**src/rtl/mem_arbiter.sv**
```systemverilog
// Round-robin arbiter sharing one single-port data memory between the core (A) and the
// loader/DMA engine (B), with a bounded lock window for atomic read-modify-write.
module mem_arbiter #(
   parameter int AW       = 8,
   parameter int DW       = 8,
   parameter int LOCK_MAX = 16
) (
   input  logic          clk,
   input  logic          Reset,
   input  logic          a_req,
   input  logic          a_we,
   input  logic          a_lock,
   input  logic [AW-1:0] a_addr,
   input  logic [DW-1:0] a_wdata,
   output logic          a_gnt,
   output logic          a_rvalid,
   output logic [DW-1:0] a_rdata,
   input  logic          b_req,
   input  logic          b_we,
   input  logic          b_lock,
   input  logic [AW-1:0] b_addr,
   input  logic [DW-1:0] b_wdata,
   output logic          b_gnt,
   output logic          b_rvalid,
   output logic [DW-1:0] b_rdata,
   output logic          ReadMem,
   output logic          WriteMem,
   output logic [AW-1:0] DataAddress,
   output logic [DW-1:0] DataIn,
   input  logic [DW-1:0] DataOut
);
   localparam int CW = $clog2(LOCK_MAX + 1);
   localparam logic [CW-1:0] LCNT_LAST = CW'(LOCK_MAX - 1);

   typedef enum logic [1:0] {IDLE, OWN_A, OWN_B} state_t;

   state_t        state_q, state_d;
   logic          last_b_q, last_b_d;   // 1 = B won most recently, so A wins the next tie
   logic [CW-1:0] lcnt_q, lcnt_d;
   logic [CW-1:0] lcnt_inc;
   logic          a_rvalid_q, a_rvalid_d;
   logic          b_rvalid_q, b_rvalid_d;
   logic [DW-1:0] a_rdata_q, a_rdata_d;
   logic [DW-1:0] b_rdata_q, b_rdata_d;

   always_comb begin
      a_gnt = 1'b0;
      b_gnt = 1'b0;
      if (!Reset) begin
         case (state_q)
            OWN_A:   a_gnt = a_req;
            OWN_B:   b_gnt = b_req;
            default: begin
               if (a_req && (!b_req || last_b_q)) a_gnt = 1'b1;
               else                               b_gnt = b_req;
            end
         endcase
      end
   end

   always_comb begin
      ReadMem     = 1'b0;
      WriteMem    = 1'b0;
      DataAddress = '0;
      DataIn      = '0;
      if (a_gnt) begin
         ReadMem     = ~a_we;
         WriteMem    = a_we;
         DataAddress = a_addr;
         DataIn      = a_wdata;
      end else if (b_gnt) begin
         ReadMem     = ~b_we;
         WriteMem    = b_we;
         DataAddress = b_addr;
         DataIn      = b_wdata;
      end
   end

   assign lcnt_inc = lcnt_q + CW'(1);

   always_comb begin
      state_d    = state_q;
      last_b_d   = last_b_q;
      lcnt_d     = lcnt_q;
      a_rvalid_d = a_gnt && !a_we;
      b_rvalid_d = b_gnt && !b_we;
      a_rdata_d  = a_rvalid_d ? DataOut : a_rdata_q;
      b_rdata_d  = b_rvalid_d ? DataOut : b_rdata_q;
      if (a_gnt)      last_b_d = 1'b0;
      else if (b_gnt) last_b_d = 1'b1;

      case (state_q)
         OWN_A: begin
            lcnt_d = lcnt_inc;
            // Release or timeout both leave A as the latest owner, so B wins the next tie
            if ((a_gnt && !a_lock) || lcnt_inc == LCNT_LAST) begin
               state_d  = IDLE;
               lcnt_d   = '0;
               last_b_d = 1'b0;
            end
         end
         OWN_B: begin
            lcnt_d = lcnt_inc;
            if ((b_gnt && !b_lock) || lcnt_inc == LCNT_LAST) begin
               state_d  = IDLE;
               lcnt_d   = '0;
               last_b_d = 1'b1;
            end
         end
         default: begin
            if (a_gnt && a_lock) begin
               state_d = OWN_A;
               lcnt_d  = '0;
            end else if (b_gnt && b_lock) begin
               state_d = OWN_B;
               lcnt_d  = '0;
            end
         end
      endcase
   end

   always_ff @(posedge clk) begin
      if (Reset) begin
         state_q    <= IDLE;
         last_b_q   <= 1'b1;
         lcnt_q     <= '0;
         a_rvalid_q <= 1'b0;
         b_rvalid_q <= 1'b0;
         a_rdata_q  <= '0;
         b_rdata_q  <= '0;
      end else begin
         state_q    <= state_d;
         last_b_q   <= last_b_d;
         lcnt_q     <= lcnt_d;
         a_rvalid_q <= a_rvalid_d;
         b_rvalid_q <= b_rvalid_d;
         a_rdata_q  <= a_rdata_d;
         b_rdata_q  <= b_rdata_d;
      end
   end

   assign a_rvalid = a_rvalid_q;
   assign b_rvalid = b_rvalid_q;
   assign a_rdata  = a_rdata_q;
   assign b_rdata  = b_rdata_q;
endmodule
```
**config.mk**
```make
export PLATFORM = sky130hd
export DESIGN_NAME = mem_arbiter
export DESIGN_NICKNAME = d
export VERILOG_FILES = /design/src/rtl/mem_arbiter.sv
export SDC_FILE = /design/constraint.sdc
export NUM_CORES = 1
export LEC_CHECK = 0
export CELL_PAD_IN_SITES_DETAIL_PLACEMENT = 2
export CELL_PAD_IN_SITES_GLOBAL_PLACEMENT = 2
export CORE_MARGIN = 3
export CORE_UTILIZATION = 21
export DETAILED_ROUTE_END_ITERATION = 6
export PLACE_DENSITY = 0.89
export SETUP_SLACK_MARGIN = 0.2
export SLEW_MARGIN = 25
export SYNTH_ARGS = -nofsm -noshare
export SYNTH_HDL_FRONTEND = slang
export SYNTH_SLANG_ARGS = --single-unit
```
**constraint.sdc**
```tcl
create_clock -name clk -period 6.5 [get_ports clk]
set_input_delay 1.625 -clock clk [delete_from_list [all_inputs] [get_ports clk]]
set_output_delay 1.625 -clock clk [all_outputs]
set_load 0.05 [all_outputs]
```
Word-level counts from Yosys, hierarchy flattened
Cells that the tools add are included.
Widths: inputs -> output; s select.

storage, ports and cells
  flip-flop bits (word level) = 26
  input bits = 48
  output and inout bits = 38
  word-level logic and storage cells = 61

operators by class
  add/subtract/negate cells = 1
  eq/ne operators = 5
  multiplexer cells = 29
  bitwise gates (word level) = 2
  reduce and logical (&&, ||, !) cells = 17

operator list
  operator             count
  $mux 8               4
  $mux 5               4
  $mux 1               12
  $pmux 5 s2           1
  $mux 2               4
  $logic_and 1x1->1    7
  $pmux 1 s2           3
  $add 5x1->5 const B  1
  $eq 5x4->1 const B   1
  $logic_not 1->1      5
  $ne 2x2->1 const B   2
  $pmux 2 s2           1
  $reduce_bool 4->1    1
  $logic_or 1x1->1     3
  $reduce_and 3->1     1
  $eq 2x1->1 const B   1
  $eq 2x2->1 const B   1
  $not 1->1            2

Longest topological paths before layout
  depth after elaboration = 10
  gate-level depth with buffers = 10
  depth with buffers taken out = 8

Worst setup path after synthesis
No wires, ideal clock.

  kind = input port to output port
  from = in a_req
  to = out DataAddress[0]
  arrival time = 3,651 ps
  data required time = 4,875 ps
  setup slack = 1,224 ps
  stages on the path = 5
  buffers on the path = 1
  cell sequence = and3_1 -> nor3_2 -> buf_2 -> nand2_1 -> o21ai_0

on the way
  longest elaborated chain between the ends = 6
  elaborated cells on any way between the ends = 9
  those cells by class = 8 x mux; 1 x reduce/logical

ends and longest elaborated chain
  element             line  RTL
  start: declaration  10    input logic a_req,
  $logic_and 1x1->1   54    if (a_req && (!b_req || last_b_q)) a_gnt = 1'b1;
  $mux 1              54
  $pmux 1 s2          50    case (state_q)
  $mux 1              49    if (!Reset) begin
  via b_gnt           23    output logic b_gnt,
  $mux 8              71    end else if (b_gnt) begin
  $mux 8              66    if (a_gnt) begin
  end: declaration    28    output logic [AW-1:0] DataAddress,

The timed path passes the listed nets, and every way through them passes these cells.

Worst setup path in the final report
  from = in Reset
  to = out a_gnt

on the way
  longest elaborated chain between the ends = 1

ends and longest elaborated chain
  element             line  RTL
  start: declaration  9     input logic Reset,
  $mux 1              49
  end: declaration    15    output logic a_gnt,

No other way between the ends.

==> flow_metrics.py <==
metrics = {
    "sta": {
        "rsz0062_at_grt": "false",
        "tightestPinTransition_ns": 0.5283,
        "fmax_mhz": 188.9,
        "fin_skew_ns": 0.005120,
        "setup_violations": 0,
        "min_period_over_period_pct": 81.45,
        "hold_viol": 0,
        "finalCriticalPeriod_ns": 5.294,
        "maxSlewHeadroom_pct": 64.67,
        "tns_ns": 0,
        "final_max_slew_viol_count": 0,
    },
    "clocking": {
        "clk_path_buf_depth": 2,
        "ctsResizeCount": 0,
        "clk_latency_ns": 0.27,
        "clk_pin_slew_ns": 0.09,
        "cts_hold_buf": 0,
        "cts_setup_buffers": 0,
        "clock-sinks": 26,
        "cts_buffers": 3,
        "cts.htree.levels": 1,
        "root_buffer": "clkbuf_8",
        "cts_tree": "built",
    },
    "detailed_routing": {
        "drtIter0Drc": 33,
        "routedWlPerCell_um": 15.91,
        "drt_first_pass_iters": 3,
        "vias_per_cell": 4.641,
        "vias": 1773,
        "antenna_left": 0,
        "finalWirelength_um": 6077,
        "remaining_drc_errors": 0,
    },
    "finish": {
        "final_cells": 382,
        "multi_input_area_um2": 914.6,
        "fillers": 798,
        "fin_nets": 339,
        "antenna_cells": 0,
        "drive_above_1_share_pct": 13.64,
        "syn_to_final_growth_pct": 69.80,
        "seq_area_um2": 520.5,
    },
    "critical_path": {
        "r2r_cells": 8,
        "cp-start-kind": "input pin",
        "crit_path_cell_trace": "clkdlybuf4s50_1 > nand2b_1 > or3_4 > inv_2 > clkdlybuf4s50_1",
        "worst-setup-path-type": "input pin to output port",
        "path_buf_inv": 3,
        "end_kind": "output port",
        "critPathTopFamily": "buffers and inverters",
        "worstSetupPathDepth": 5,
        "max_stage_delay_ns": 0.82,
        "cp.arrival_ns": 3.67,
        "slowest_stage": "clkdlybuf4s50_1",
        "critPathMaxFanout": 5,
        "required_ns": 4.88,
        "crit_top_cell": "clkdlybuf4s50_1",
    },
    "pwr": {
        "clockPowerShare_pct": 15.2,
        "p_seq_share_pct": 27.6,
        "ir_drop_mv": 0.1252,
        "p_int_mw": 0.3814,
        "p_switching_mw": 0.3130,
        "p_leak_nw": 0.9438,
        "power.density_nw_per_um2": 269.7,
        "combinationalPowerShare_pct": 57.2,
        "p_sw_share_pct": 45.08,
    },
    "run": {
        "max-cap-violations": 0,
    },
    "yosys": {
        "yosysWarnings": 0,
        "syn_area_per_cell_um2": 7.470,
        "post-synth-top-count-cell": "nand2_1",
        "synth_top_area_cell": "dfxtp_1",
        "synthArstFlopShare_pct": 0,
        "netlist_instances": 203,
        "ys_types": 40,
        "synth_nets": 255,
        "yosysSeqAreaShare_pct": 34.32,
        "synth-edff-count": 0,
        "ys_top_cells_by_area": "dfxtp_1 34%, nand2_1 16%, o21ai_0 8.9%, nand2b_1 5.4%, a21oi_1 3.6%",
        "synthFlopType": "dfxtp_1",
        "synthTopCellsByCount": "63 x nand2_1, 27 x o21ai_0, 26 x dfxtp_1, 13 x nand2b_1, 11 x a21oi_1",
        "synth_top_area_share_pct": 34.32,
        "synthesis.area_um2": 1516,
        "ys_ff_latch": 26,
    },
    "floorplan": {
        "die_h_um": 90.98,
        "rows": 30,
        "die_area_um2": 8276,
        "dieWidth_um": 90.98,
        "fp.coreArea_um2": 6907,
        "start_util_pct": 21.96,
        "num_io_pins": 86,
    },
    "global_route": {
        "grt_pass1_vias": 1914,
        "antenna_found_initial": 0,
        "grtUsageTotal_pct": 14.60,
        "grt_max_degree": 36,
        "grt_pass1_wl_um": 10050,
        "gr-total-overflow": 0,
    },
    "place": {
        "numPlacedInstances": 378,
        "io_buffers": 85,
        "dp_hpwl_um": 4880,
        "gp_congestion": 0.7507,
    },
    "hold_path": {
        "hold_depth": 2,
        "min_path_type": "flop to flop",
    },
    "outcome": {
        "outcome": "finished clean",
    },
}
[placed cells by master (no fill, tap or decap), types with 4 or more instances in the layout]
cell type        netlist  final
o21ai_0               27     27
nand2_1               63     63
dfxtp_1               26     26
nor2_1                 6      6
nand3b_1               5      5
buf_12                 0      8
clkbuf_8               0      4
inv_1                  6      6
buf_4                  1     15
a21oi_1               11     11
ha_1                   4      4
clkdlybuf4s50_1        0     66
nand2b_1              13     13
[power by group through the flow]
| stage | sequential (mW) | combinational [mW] | clock (mW) |
|---|---|---|---|
| after floorplan | 0.233 | 0.203 | 0 |
| final | 0.192 | 0.397 | 0.106 |
| after CTS | 0.192 | 0.403 | 0.109 |
| after global routing | 0.195 | 0.424 | 0.117 |
| after detailed placement | 0.196 | 0.401 | 0 |
| after global placement | 0.194 | 0.388 | 0 |
[cells by family after synthesis]
group	count (synthesis)	synth area share, %
DFF	26	34.32
muxes	1	0.6601
and+or+nand+nor	99	32.01
adders and majority gates	4	3.300
AOI/OAI and AO/OA	54	23.76
buffers and inverters	18	5.363
xor gates and xnor gates	1	0.5777
[sequential cells by signal (all words and copies together) (netlist names)]
signal and flops:
state_q 2, last_b_q 1, lcnt_q 5, b_rvalid 1, a_rdata 8, b_rdata 8
a_rvalid 1
[layer usage]
layer  routed length (um)  track usage [%]  vias up  share of wire, %
met5                    0                0        -                 0
met4                   21           0.3769        0              0.35
met3                  420            4.308        2               6.9
met2                 2976            26.61       71                49
met1                 2659            17.84      847                44
li1                     -                -      853                 -
[tightest hold or removal path: cells and delay by family, from the launching register on]
family             cells  cell delay (ns)
AOI/OAI and AO/OA      1             0.05
and+or+nand+nor        1             0.05
DFF                    1             0.32
[path summary, 6_finish.rpt]
kind / start / end / slack, ns
max reg2reg: state_q[0] / b_rdata[7] / 4.08
max: Reset / a_gnt / 1.21
min: b_rdata[2] / b_rdata[2] / 0.47
min reg2reg: b_rdata[2] / b_rdata[2] / 0.47
[final cells by class]
type                            count  area share (%)
Timing Repair Buffer               89           36.25
Multi-Input combinational cell    159           35.52
Sequential cell                    26           20.21
Tap cell                           96           4.665
Clock buffer                        4           2.138
Inverter                            8           1.215
[stage by stage]
step                utilization, %  cell area, um^2  setup WS, ns  hold slack [ns]  total power [mW]
finish                       37.28             2575         1.206           0.4693            0.6944
CTS                          37.28             2575         1.196           0.4705            0.7034
floorplan                        -             1516         1.224           0.4668            0.4359
detailed placement           36.49             2520         1.197           0.4623            0.5961
global route                 37.28             2575         1.079           0.4933            0.7354
global placement             36.49             2520         1.213           0.4499            0.5823
(Power assumes the default switching activity.)
